--- src/rtl/sysid_check_master_if.sv ---
// Avalon-MM read bus between sysid_check_master and the sysid control_slave.
//   avm_address     word address (0 = ID, 1 = timestamp)
//   avm_read        read strobe
//   avm_waitrequest slave stall
//   avm_readdata    read data, valid when avm_read=1 and avm_waitrequest=0
interface sysid_check_master_if;
  logic        avm_address;
  logic        avm_read;
  logic        avm_waitrequest;
  logic [31:0] avm_readdata;

  modport master (output avm_address, avm_read, input avm_waitrequest, avm_readdata);
  modport slave  (input avm_address, avm_read, output avm_waitrequest, avm_readdata);
endinterface

--- src/rtl/sysid_check_master.sv ---
// Boot-time system-ID checker. Reads the ID word (addr 0) and timestamp word
// (addr 1) from the sysid slave, compares both against expected values, re-runs
// the whole read pair on mismatch up to MAX_RETRIES times and aborts a read that
// stalls for TIMEOUT_CYCLES cycles.
//   clock, reset        rising-edge clock, synchronous active-high reset
//   start               one-cycle request, ignored while a check is running
//   busy, done          busy while checking; done pulses one cycle at the end
//   pass, timeout_err   result flags, held until the next accepted start
//   retries_used        mismatch retries consumed in the last run
//   id_value, ts_value  last captured words
//   avm                 Avalon-MM read master port
module sysid_check_master #(
  parameter logic [31:0] EXPECTED_ID    = 32'd0,
  parameter logic [31:0] EXPECTED_TS    = 32'd1713458669,
  parameter logic [15:0] TIMEOUT_CYCLES = 16'd255,
  parameter int          MAX_RETRIES    = 3
) (
  input  logic                 clock,
  input  logic                 reset,
  input  logic                 start,
  output logic                 busy,
  output logic                 done,
  output logic                 pass,
  output logic                 timeout_err,
  output logic [3:0]           retries_used,
  output logic [31:0]          id_value,
  output logic [31:0]          ts_value,
  sysid_check_master_if.master avm
);

  typedef enum logic [2:0] {IDLE, RD_ID, RD_TS, CHECK, FINISH} state_t;

  state_t      state, state_nxt;
  logic [15:0] wait_cnt;
  logic [15:0] wait_inc;
  logic        reading, xfer, stall, tmo, match, retry_ok;

  assign reading  = (state == RD_ID) || (state == RD_TS);
  assign xfer     = reading && !avm.avm_waitrequest;
  assign stall    = reading &&  avm.avm_waitrequest;
  assign wait_inc = wait_cnt + 16'd1;
  // Abort on the stall cycle that brings the count up to the limit; the strobe
  // stays asserted through that cycle and drops on the way into FINISH.
  assign tmo      = stall && (wait_inc >= TIMEOUT_CYCLES);
  assign match    = (id_value == EXPECTED_ID) && (ts_value == EXPECTED_TS);
  assign retry_ok = retries_used < 4'(MAX_RETRIES);

  // State register
  always_ff @(posedge clock) begin
    if (reset) state <= IDLE;
    else       state <= state_nxt;
  end

  // Next-state logic
  always_comb begin
    state_nxt = state;
    case (state)
      IDLE:   if (start) state_nxt = RD_ID;
      RD_ID:  if (xfer) state_nxt = RD_TS;
              else if (tmo) state_nxt = FINISH;
      RD_TS:  if (xfer) state_nxt = CHECK;
              else if (tmo) state_nxt = FINISH;
      CHECK:  if (match) state_nxt = FINISH;
              else if (retry_ok) state_nxt = RD_ID;
              else state_nxt = FINISH;
      FINISH: state_nxt = IDLE;
      default: state_nxt = IDLE;
    endcase
  end

  // Outputs decoded from state; address/read stay put for the whole of a stall
  // because they depend only on the state, which does not move while stalled.
  always_comb begin
    busy            = (state == RD_ID) || (state == RD_TS) || (state == CHECK);
    done            = (state == FINISH);
    avm.avm_read    = reading;
    avm.avm_address = (state == RD_TS);
  end

  // Result / capture registers
  always_ff @(posedge clock) begin
    if (reset) begin
      pass         <= 1'b0;
      timeout_err  <= 1'b0;
      retries_used <= 4'd0;
      id_value     <= 32'd0;
      ts_value     <= 32'd0;
      wait_cnt     <= 16'd0;
    end else begin
      case (state)
        IDLE: if (start) begin
          pass         <= 1'b0;
          timeout_err  <= 1'b0;
          retries_used <= 4'd0;
          wait_cnt     <= 16'd0;
        end
        RD_ID, RD_TS: begin
          if (xfer) begin
            if (state == RD_ID) id_value <= avm.avm_readdata;
            else                ts_value <= avm.avm_readdata;
            wait_cnt <= 16'd0;
          end else begin
            wait_cnt <= wait_inc;
            if (tmo) begin
              timeout_err <= 1'b1;
              pass        <= 1'b0;
            end
          end
        end
        CHECK: begin
          if (match)         pass         <= 1'b1;
          else if (retry_ok) retries_used <= retries_used + 4'd1;
          else               pass         <= 1'b0;
        end
        default: ;
      endcase
    end
  end

endmodule

--- src/flat_wrapper.sv ---
// flat-port wrapper written by rule: the top's interface ports become plain ports
module sysid_check_master_flat 
#(
  parameter logic [31:0] EXPECTED_ID    = 32'd0,
  parameter logic [31:0] EXPECTED_TS    = 32'd1713458669,
  parameter logic [15:0] TIMEOUT_CYCLES = 16'd255,
  parameter int          MAX_RETRIES    = 3
)
  (clock, reset, start, busy, done, pass, timeout_err, retries_used, id_value, ts_value, avm_avm_address, avm_avm_read, avm_avm_waitrequest, avm_avm_readdata);
  sysid_check_master_if avm_i ();
  input  logic clock;
  input  logic reset;
  input  logic start;
  output logic busy;
  output logic done;
  output logic pass;
  output logic timeout_err;
  output logic [3:0] retries_used;
  output logic [31:0] id_value;
  output logic [31:0] ts_value;
  output wire logic [$bits(avm_i.avm_address)-1:0] avm_avm_address;
  output wire logic [$bits(avm_i.avm_read)-1:0] avm_avm_read;
  input wire logic [$bits(avm_i.avm_waitrequest)-1:0] avm_avm_waitrequest;
  input wire logic [$bits(avm_i.avm_readdata)-1:0] avm_avm_readdata;
  assign avm_avm_address = avm_i.avm_address;
  assign avm_avm_read = avm_i.avm_read;
  assign avm_i.avm_waitrequest = avm_avm_waitrequest;
  assign avm_i.avm_readdata = avm_avm_readdata;
  sysid_check_master #(.EXPECTED_ID(EXPECTED_ID), .EXPECTED_TS(EXPECTED_TS), .TIMEOUT_CYCLES(TIMEOUT_CYCLES), .MAX_RETRIES(MAX_RETRIES)) u_core (.clock(clock), .reset(reset), .start(start), .busy(busy), .done(done), .pass(pass), .timeout_err(timeout_err), .retries_used(retries_used), .id_value(id_value), .ts_value(ts_value), .avm(avm_i));
endmodule
--- config.mk ---
export PLATFORM = sky130hd
export DESIGN_NAME = sysid_check_master_flat
export DESIGN_NICKNAME = d
export VERILOG_FILES = /design/src/rtl/sysid_check_master_if.sv /design/src/rtl/sysid_check_master.sv /design/src/flat_wrapper.sv
export SDC_FILE = /design/constraint.sdc
export NUM_CORES = 1
export LEC_CHECK = 0
export ABC_AREA = 1
export CAP_MARGIN = 0
export CORE_ASPECT_RATIO = 1.2
export CORE_UTILIZATION = 25
export CTS_CLUSTER_DIAMETER = 80
export DETAILED_ROUTE_END_ITERATION = 10
export SLEW_MARGIN = 25
export SYNTH_ARGS = -nofsm -noshare
export SYNTH_HDL_FRONTEND = slang
export SYNTH_SLANG_ARGS = --single-unit
--- constraint.sdc ---
create_clock -name clock -period 2.1 [get_ports clock]
set_input_delay 0.525 -clock clock [delete_from_list [all_inputs] [get_ports clock]]
set_output_delay 0.525 -clock clock [all_outputs]
set_load 0.02 [all_outputs]
After elaboration in Yosys (flattened, before gate mapping)

Index checks and enable logic that the tools add are counted.
W data, S select, Z words.

Register bits after elaboration: 89
Input bits: 36
Output and inout port bits: 74
Logic and storage cells: 65

Add/subtract/negate cells: 2
$lt $le $gt $ge: 2
Equality and inequality tests: 11
Multiplexer cells: 23
Bitwise operators: 1
Reduce and logical (&&, ||, !) cells: 19

Operator list:

| operator                | number |
|---|---|
| $eq A32 B31 Y1 const B  | 1 |
| $logic_not A32 Y1       | 1 |
| $mux W16                | 2 |
| $pmux W16 S2            | 1 |
| $mux W3                 | 6 |
| $add A16 B1 Y16 const B | 1 |
| $ge A16 B8 Y1 const B   | 1 |
| $mux W4                 | 3 |
| $pmux W3 S4             | 1 |
| $pmux W4 S2             | 1 |
| $reduce_and A4 Y1       | 2 |
| $mux W1                 | 7 |
| $eq A3 B2 Y1 const B    | 2 |
| $ne A2 B2 Y1 const B    | 3 |
| $reduce_and A3 Y1       | 2 |
| $reduce_and A5 Y1       | 1 |
| $add A4 B1 Y4 const B   | 1 |
| $logic_and A1 B1 Y1     | 4 |
| $lt A4 B2 Y1 const B    | 1 |
| $ne A2 B1 Y1 const B    | 2 |
| $reduce_bool A2 Y1      | 2 |
| $eq A3 B1 Y1 const B    | 1 |
| $eq A3 B3 Y1 const B    | 1 |
| $logic_not A3 Y1        | 1 |
| other kinds (9)         | 10 |

Depth between registers and ports, before layout

Gate-level depths: netlist of the first run.

Depth in word-level cells: 7
Mapped depth: 15
Depth with buffers taken out: 15

Worst setup path before layout of the first run

No wires, ideal clock.

Kind: reg-to-reg
Start point: reg u_core.state[2]
End point: reg u_core.wait_cnt[13]
Library setup time: 0.071 ns
Arrival time: 1.641 ns
Required time: 2.029 ns
Path slack: 0.388 ns
Cell stages (with the launch flop): 9
Path buffers: 1
Clock period less this slack: 1.712 ns
Cell sequence: dfxtp_1 -> nor3_2 -> inv_2 -> nand2_2 -> inv_1 -> nor2_4 -> buf_2 -> nand3_1 -> a21oi_1

Word-level cells in the longest chain between the ends: 5
Elaborated cells on any way between the ends: 11
Those cells by class: 3 x eq/ne; 2 x mux; 6 x reduce/logical

Ends and longest elaborated chain:

| what                      | RTL line                  | text |
|---|---|---|
| from (decl)               | sysid_check_master.sv:33  | `state_t state, state_nxt;` |
| from (signal assigned)    | sysid_check_master.sv:51  | `else state <= state_nxt;` |
| $eq A3 B2 Y1              | n/a                       |  |
| named net avm_avm_address | flat_wrapper.sv:21        | `output wire logic [$bits(avm_i.avm_address)-1:0] avm_avm_address;` |
| $logic_or A1 B1 Y1        | sysid_check_master.sv:38  | `assign reading = (state == RD_ID) \|\| (state == RD_TS);` |
| named net avm_avm_read    | flat_wrapper.sv:22        | `output wire logic [$bits(avm_i.avm_read)-1:0] avm_avm_read;` |
| $logic_and A1 B1 Y1       | sysid_check_master.sv:39  | `assign xfer = reading && !avm.avm_waitrequest;` |
| $mux W16                  | sysid_check_master.sv:98  | `if (xfer) begin` |
| $pmux W16 S2              | sysid_check_master.sv:90  | `case (state)` |
| to (signal assigned)      | sysid_check_master.sv:103 | `wait_cnt <= wait_inc;` |
| to (decl)                 | sysid_check_master.sv:34  | `logic [15:0] wait_cnt;` |

The timed path passes the listed nets, and every way through them passes these cells.
A chain may end at the register's enable or synchronous reset.

Worst setup path in the final report of the first run

Start point: reg u_core.state[1]
End point: out avm_avm_read

Word-level cells in the longest chain between the ends: 2
Elaborated cells on any way between the ends: 3
Those cells by class: 2 x eq/ne; 1 x reduce/logical

Ends and longest elaborated chain:

| what                                         | RTL line |
|---|---|
| $eq A3 B1 Y1 or $eq A3 B2 Y1 (tied branches) | sysid_check_master.sv:38 |
| $logic_or A1 B1 Y1 (*)                       | sysid_check_master.sv:38 |
| to (decl)                                    | flat_wrapper.sv:22 |

Mark *: on every way between the ends. The rest lies on a longest branch, timed or not.

==> results.txt, run 1 <==
The flow ran to the end, and the final reports show no timing, DRC or antenna violations. For the final worst setup slack, the log shows 0.108 ns. The tools report the static power due to leakage as 2.14 nW. TritonCTS built the clock tree. The number of design-rule violations left by the first detailed-router iteration was 251. The smallest clock period supported by the final layout is computed as 1.99 ns.

The core region is 15000 sq um. The critical setup path kind was reg -> out. The cell area that synthesis handed to floorplanning was 3860 sq um. For the number of max-cap violations, the log shows 0. The worst-case IR drop observed on VDD is 0.379 mV. The tools report the post-placement worst setup slack as 0.179 ns. The source of the worst register-to-register timing path is u_core.id_value[24]. The count of buffers added on input and output ports is 109. The share of post-route cells with drive strength above 1 was 7.59%. Clock latency on the worst-skew pair, taken at its later pin, is 0.34 ns. The tools report the sum of overflow across all layers after global routing as 0. The cell sitting at the root of the clock tree is a sky130_fd_sc_hd__clkbuf_16. The number of nets with antenna violations after detailed routing is 0, and the DRC violation count after routing is 0.

STA puts the critical path data arrival time at 1.47 ns. Including well taps, the total number of placed cells is 848. The clock slew seen by the registers of the worst setup and hold paths was 0.06 ns. The count of state elements after synthesis was 89. Along the worst path, the maximum fanout reaches 4.

The path with the worst hold slack has its endpoint at u_core.retries_used[3]. The initial cell density of the core is 25.7%, and the number of placement rows is 49. The final layout contains routed wiring with a total length of 11800 um. The maximum number of pins on one net before global-route repair was 45. For flop-to-flop paths, the worst setup slack is 0.24 ns. The transition time at the pin with the least slew margin is 0.415 ns, and the top-level I/O count is 110.

The floorplan step set the die width to 115 um. Compared with the post-synthesis result, the final layout area differs by 43.7%. In this run the critical register-to-register path is captured at u_core.retries_used[1]. After the flow finishes, the layout carries non-filler instances totaling 863. The post-synthesis cell type count was 30; the yosys synthesis warning count was 0.

For this design, the sink count on the clock tree is 89. The tools report the hold path startpoint as u_core.retries_used[3]. Final hold analysis gives a worst-case slack of 0.456 ns. Sorting the synthesized cells by area gives the leading types as sky130_fd_sc_hd__dfxtp_1 46%, sky130_fd_sc_hd__nor2_1 12%, sky130_fd_sc_hd__nand2_1 8.7%, sky130_fd_sc_hd__o21ai_0 8.3%, sky130_fd_sc_hd__a21oi_1 4.5%. The net count of the finished layout is 694.

The number of antenna diodes in the final layout is 0. Timing would allow up to 502 MHz. The number of levels in the clock H-tree is 3. The startpoint kind of the worst setup timing path is a register.

The filler cells instantiated in the layout total 1622. The worst hold path passes through 2 cells. The run gives 3720 as the number of global-route vias before repair. The number of antenna violations at the first check in global routing came out at 0. Measured along the y axis, the die boundary spans 138 um. The top cell type by area accounts for 46.2% of the synthesized area. Dividing the detail-routed wire length by the instance count gives 13.7 um.

The largest total area in the synthesized netlist belongs to sky130_fd_sc_hd__dfxtp_1. Each instance of the synthesized netlist takes up on average 7.06 sq um. The logs give 19200 um for the first-pass GRT wire length and 5 for the first-pass detailed-route iteration total.

For the number of endpoints failing setup at the final stage, the log shows 0. The max-slew violation count came out at 0. The commonest non-fill, non-tap cell in the layout is sky130_fd_sc_hd__nor2_1.

The cell count of the worst reg-to-reg path is 9, and the vias after detailed routing is 3885. No sink is reached through more buffers than the 2 on the longest clock path. Critical path endpoint category: an output pin.

The tools report the final weighted congestion in routability-driven placement as 0.850. Worst slew slack as a fraction of its limit: 72.1%. Synthesis handed over a netlist of 546 instances. The run gives 0 as the final-report hold violation count. The tools report the placed wire-length estimate as 8570 um. The synthesized net count is 585.

The sequential cell area fraction in the yosys report is 46.2%, and the data required time at the worst endpoint is 1.57 ns. Across the routed clock network, the largest skew measured is 0.00743 ns. The library cells used most frequently in the layout, excluding fill and tap cells, are 127 x sky130_fd_sc_hd__nor2_1, 105 x sky130_fd_sc_hd__clkdlybuf4s50_1, 89 x sky130_fd_sc_hd__nand2_1.

Power spread over the standard cell area amounts to 737 nW/um^2. The path type of the worst min-delay path is reg -> reg. The final critical path takes up 94.9% of the cycle. The run gives 15900 sq um as the total die area. In the global route stage, overall resource usage came out at 15.6%. The tools report the number of buffers inserted during clock tree synthesis as 9. After detailed routing, the number of vias per cell comes to 4.50. Setup repair after global routing could not meet its margin everywhere.
## metrics by stage
stage	power [mW]	setup TNS, ns	util, %	instance area, sq um
after floorplan	2.12	0	-	3860
after global placement	2.43	0	34.8	5230
after detailed placement	2.43	0	34.8	5230
after CTS	4.14	0	36.9	5540
after global routing	4.25	-0.00758	36.9	5540
final	4.08	0	36.9	5540
## final cells by class
| class | instances | area [sq um] | share of cell area, % |
|---|---|---|---|
| multi-input cells | 389 | 1820 | 32.9 |
| flip-flops and latches | 89 | 1780 | 32.2 |
| repair buffers | 121 | 1200 | 21.7 |
| well taps | 204 | 255 | 4.61 |
| clock buffers | 10 | 229 | 4.13 |
| inverters | 45 | 169 | 3.05 |
| clock inverters | 5 | 81.3 | 1.47 |
## where the power goes
part	switching, mW	leakage [nW]	internal, mW
clock	0.659	0.149	1.04
sequential	0.0545	0.723	1.75
combinational	0.323	1.27	0.257
## registers in the layout (all words and copies together), names as in the netlist
name,flops
u_core.retries_used,4
u_core.wait_cnt,16
u_core.id_value,32
u_core.timeout_err,1
u_core.state,3
u_core.ts_value,32
u_core.pass,1
## critical path, cell delays in order, from the launching register on
cell and delay, ns:
sky130_fd_sc_hd__dfxtp_1 0.37, sky130_fd_sc_hd__inv_2 0.07, sky130_fd_sc_hd__nor3_2 0.17, sky130_fd_sc_hd__inv_2 0.06, sky130_fd_sc_hd__nand2_2 0.11, sky130_fd_sc_hd__dlygate4sd2_1 0.35
## metal layers
layer  vias up  GRT usage (%)  share of wire (%)
met5         -              0                  0
li1       1991              -                  -
met1      1759           19.6                 44
met2       119           25.2                 48
met4         0           7.11                2.2
met3        16           3.29                5.5
## cells in the mapped netlist, drive strengths merged
| library cell | count |
|---|---|
| dfxtp | 89 |
| clkbuf | 20 |
| clkinv | 2 |
| nand3b | 4 |
| nor3 | 1 |
| nor2 | 134 |
| a21oi | 36 |
| o21bai | 1 |
| nand3 | 17 |
| nor4 | 13 |
| and2 | 1 |
| ha | 3 |
| o21ai | 67 |
| a31oi | 2 |
| buf | 3 |
| or2 | 1 |
| inv | 43 |
| xor2 | 1 |
| a211oi | 1 |
| nand4 | 12 |
| nand2 | 95 |
## how the worst max path moves through the flow
stage / slack, ns / depth (start not counted) / start / end
6_report: 0.11 / 5 / u_core.state[1] / avm_avm_read
5_1_grt: -0.008 / 15 / u_core.wait_cnt[0] / u_core.timeout_err
3_3_place_gp: 0.19 / 6 / u_core.state[2] / avm_avm_read
3_5_place_dp: 0.18 / 4 / u_core.state[2] / avm_avm_read
2_1_floorplan: 0.39 / 8 / u_core.state[2] / u_core.wait_cnt[13]
4_1_cts: 0.07 / 6 / u_core.state[2] / avm_avm_read
## kinds of logic (layout without fill, tap and decap cells)
family,count (synthesis),count (layout),synth area share (%)
and+or+nand+nor,278,278,31.6
DFF,89,89,46.2
adders and majority gates,3,3,0.973
buffers and inverters,68,181,6.68
xor gates and xnor gates,1,1,0.227
AOI/OAI and AO/OA,107,107,14.3
## what timing repair did
| action | in CTS | in global routing |
|---|---|---|
| resized for setup | 4 | 3 |
| setup endpoints to repair | 4 | 4 |
| setup buffers | 0 | 0 |
| gates cloned | 0 | 0 |
| hold buffers | 0 | 0 |
No activity file was read; power rests on OpenSTA's default activity.
==> run 2: changes to the inputs <==
--- a/config.mk
+++ b/config.mk
@@ -10,6 +10,7 @@
 export CORE_ASPECT_RATIO = 1.2
 export CORE_UTILIZATION = 25
 export CTS_CLUSTER_DIAMETER = 80
+export CTS_CLUSTER_SIZE = 20
 export DETAILED_ROUTE_END_ITERATION = 10
 export SLEW_MARGIN = 25
 export SYNTH_ARGS = -nofsm -noshare
==> results of run 2 <==
No change in the layout: final DEF, timing and power equal those of run 1.
==> run 3: changes to the inputs <==
--- a/config.mk
+++ b/config.mk
@@ -12,7 +12,7 @@
 export CTS_CLUSTER_DIAMETER = 80
 export CTS_CLUSTER_SIZE = 20
 export DETAILED_ROUTE_END_ITERATION = 10
-export SLEW_MARGIN = 25
+export GPL_ROUTABILITY_DRIVEN = 0
 export SYNTH_ARGS = -nofsm -noshare
 export SYNTH_HDL_FRONTEND = slang
 export SYNTH_SLANG_ARGS = --single-unit
==> results of run 3 <==
No change in the layout: final DEF, timing and power equal those of run 1.
==> patch (flow settings as in run 3) <==
Re-encode `state_t` (5 states) as one-hot, 5 bits wide.
--- a/src/rtl/sysid_check_master.sv
+++ b/src/rtl/sysid_check_master.sv
@@ -30,3 +30,3 @@
 
-  typedef enum logic [2:0] {IDLE, RD_ID, RD_TS, CHECK, FINISH} state_t;
+  typedef enum logic [4:0] {IDLE = 5'b00001, RD_ID = 5'b00010, RD_TS = 5'b00100, CHECK = 5'b01000, FINISH = 5'b10000} state_t;
 
Check against the original RTL: same outputs for any inputs over 4 cycles, from zero or initial values and one cycle with reset high; so few cycles prove little.
==> patch against run 3 <==
Sequential cell count is 2 higher. Synthesized area is 2.7% higher. Critical path depth is 1 higher. Cell area is 3.3% higher. Fmax hardly changed. Worst setup slack worse by 0.71 ps. Final cell count is 2.8% higher. Wire length is 4.4% lower. Critical path type unchanged. Critical endpoint unchanged. Largest cell class is now flip-flops and latches.
Power is not compared: it rests on default switching activity, and its combinational part moved more than twofold at a synthesized area within 25%.
==> patch: results (changes against run 3) <==
outcome:
  status: "finished clean"
global_route:
  grt_max_degree: 65  # +44%
  grt_pass1_vias: 3748  # +0.75%
  met1_usage_pct: 17.7  # -1.9 points
  gr-usage-met2_pct: 24.1  # -1.2 points
  antenna_found_initial: 0  # unchanged
  grt_pass1_wl_um: 18200  # -5.3%
  grtUsageTotal_pct: 14.3  # -1.2 points
  met3_usage_pct: 3.27  # -0.021 points
cells_and_area:
  antenna_cells: 0  # unchanged
  top_regs: "u_core.id_value x32, u_core.ts_value x32, u_core.wait_cnt x16"
  final_nets: 713  # +2.7%
  drive_above_1_share_pct: 7.81  # +0.22 points
clock_network:
  clk_latency_ps: 340  # about the same
  cts_made_buffers: 9  # unchanged
  h-tree-depth: 3  # unchanged
  clkTransAtPathRegs_ps: 60  # about the same
  cts_root_buf: "clkbuf_16"
  clock_path_buffers: 2  # unchanged
logic_synthesis:
  syn-num-nets: 598  # +2.2%
  synth_area_leaders: "dfxtp_1 46%, a21oi_1 11%, nand2_1 11%, inv_1 7.0%, o21ai_0 6.6%"
  synth_xor_area_share_pct: 0.221  # -0.0059 points
  synth_mux_area_share_pct: 0  # unchanged
  yosys_warnings: 0  # unchanged
  synth_seq_area_share_pct: 46.0  # -0.19 points
  synthArstFlopShare_pct: 0  # unchanged
  yosysMostFrequentCell: "nand2_1"
  yosysUniqueCellTypes: 20  # -33%
  synthAdderAreaFrac_pct: 0.948  # -0.025 points
  synth_compound_area_share_pct: 17.9  # +3.6 points
  synth_commonest_cells: "111 x nand2_1, 91 x dfxtp_1, 88 x a21oi_1"
route:
  dr_wl_met2_um: 5480  # -4.0%
  drt-met1-wl_um: 4980  # -4.4%
  routed.top_layer: "met4"
  ant_nets: 0  # unchanged
  routed-wl-met3_um: 691  # +6.0%
  drt_wl_total_um: 11300  # -4.4%
  via_count: 3981  # +2.5%
  drtPass1Iterations: 4  # -1
  drt_iter0_drc: 247  # -1.6%
sta:
  tightestPinTransition_ps: 436  # +20.5 ps
  clock-skew-final_ps: 4.33  # -3.09 ps
die:
  core_mm2: 0.0155  # +3.3%
place:
  hpwl_um: 8290  # -3.3%
  place_ws_ps: -18.9  # -198 ps
  io_buffers: 109  # unchanged
setup_path:
  cp_slowest_cell: "clkdlybuf4s15_1"
  path_delay_family: "buffers and inverters"
  arrival_ps: 1470  # about the same
  slowest_delay_ps: 340  # -30 ps
  cp_max_fo: 3  # -1
power:
  leakagePower_nw: 2.04
  ir_drop_v: 0.000357
worst_hold_path:
  hp-class: "reg2reg"
patch: cell families after synthesis:
kind of cell,count (synthesis)
AO/OA/AOI/OAI,141
XOR/XNOR,1
adder cells (fa/ha/maj),3
buffers and inverters,100
flip-flops,91
AND/OR/NAND/NOR,223
patch: where the power goes:
group / switching, mW / internal, mW / total, mW / leakage (nW)
logic: 0.149 / 0.125 / 0.274 / 1.16
clock network: 0.671 / 0.900 / 1.57 / 0.142
registers: 0.0104 / 1.74 / 1.75 / 0.735
total: 0.830 / 2.77 / 3.60 / 2.04
patch: area by class of cell:
class	instances	area (um2)
clock buffers	13	270
clock inverters	3	21.3
fillers	1693	9790
inverters	75	282
multi-input cells	368	1790
flip-flops and latches	91	1820
well taps	208	260
repair buffers	129	1280
patch: final timing paths:
kind	slack, ps	to	from	cells past startpoint
hold reg to reg	460	u_core.retries_used[2]$_SDFFE_PP0P_	u_core.retries_used[2]$_SDFFE_PP0P_	2
hold / removal	460	u_core.retries_used[2]$_SDFFE_PP0P_	u_core.retries_used[2]$_SDFFE_PP0P_	2
setup / recovery	110	avm_avm_read	u_core.state[3]$_SDFFE_PP0P_	6
setup reg to reg	250	u_core.state[2]$_SDFFE_PP0P_	u_core.wait_cnt[1]$_SDFFE_PP0P_	14
patch: what timing repair did:
| item | 4_1_cts | 5_1_grt |
|---|---|---|
| endpoints found under the setup margin | 4 | 7 |
| pin swaps | 0 | 1 |
| endpoints found under the hold margin | 0 | 0 |
| setup buffers | 0 | 1 |
| hold buffers | 0 | 0 |
| resized for setup | 8 | 12 |
patch: stage by stage:
step	cells	instance area [um2]
global route	887	5720
floorplan	559	3960
detailed placement	870	5400
global placement	870	5400
CTS	886	5700
finish	887	5720
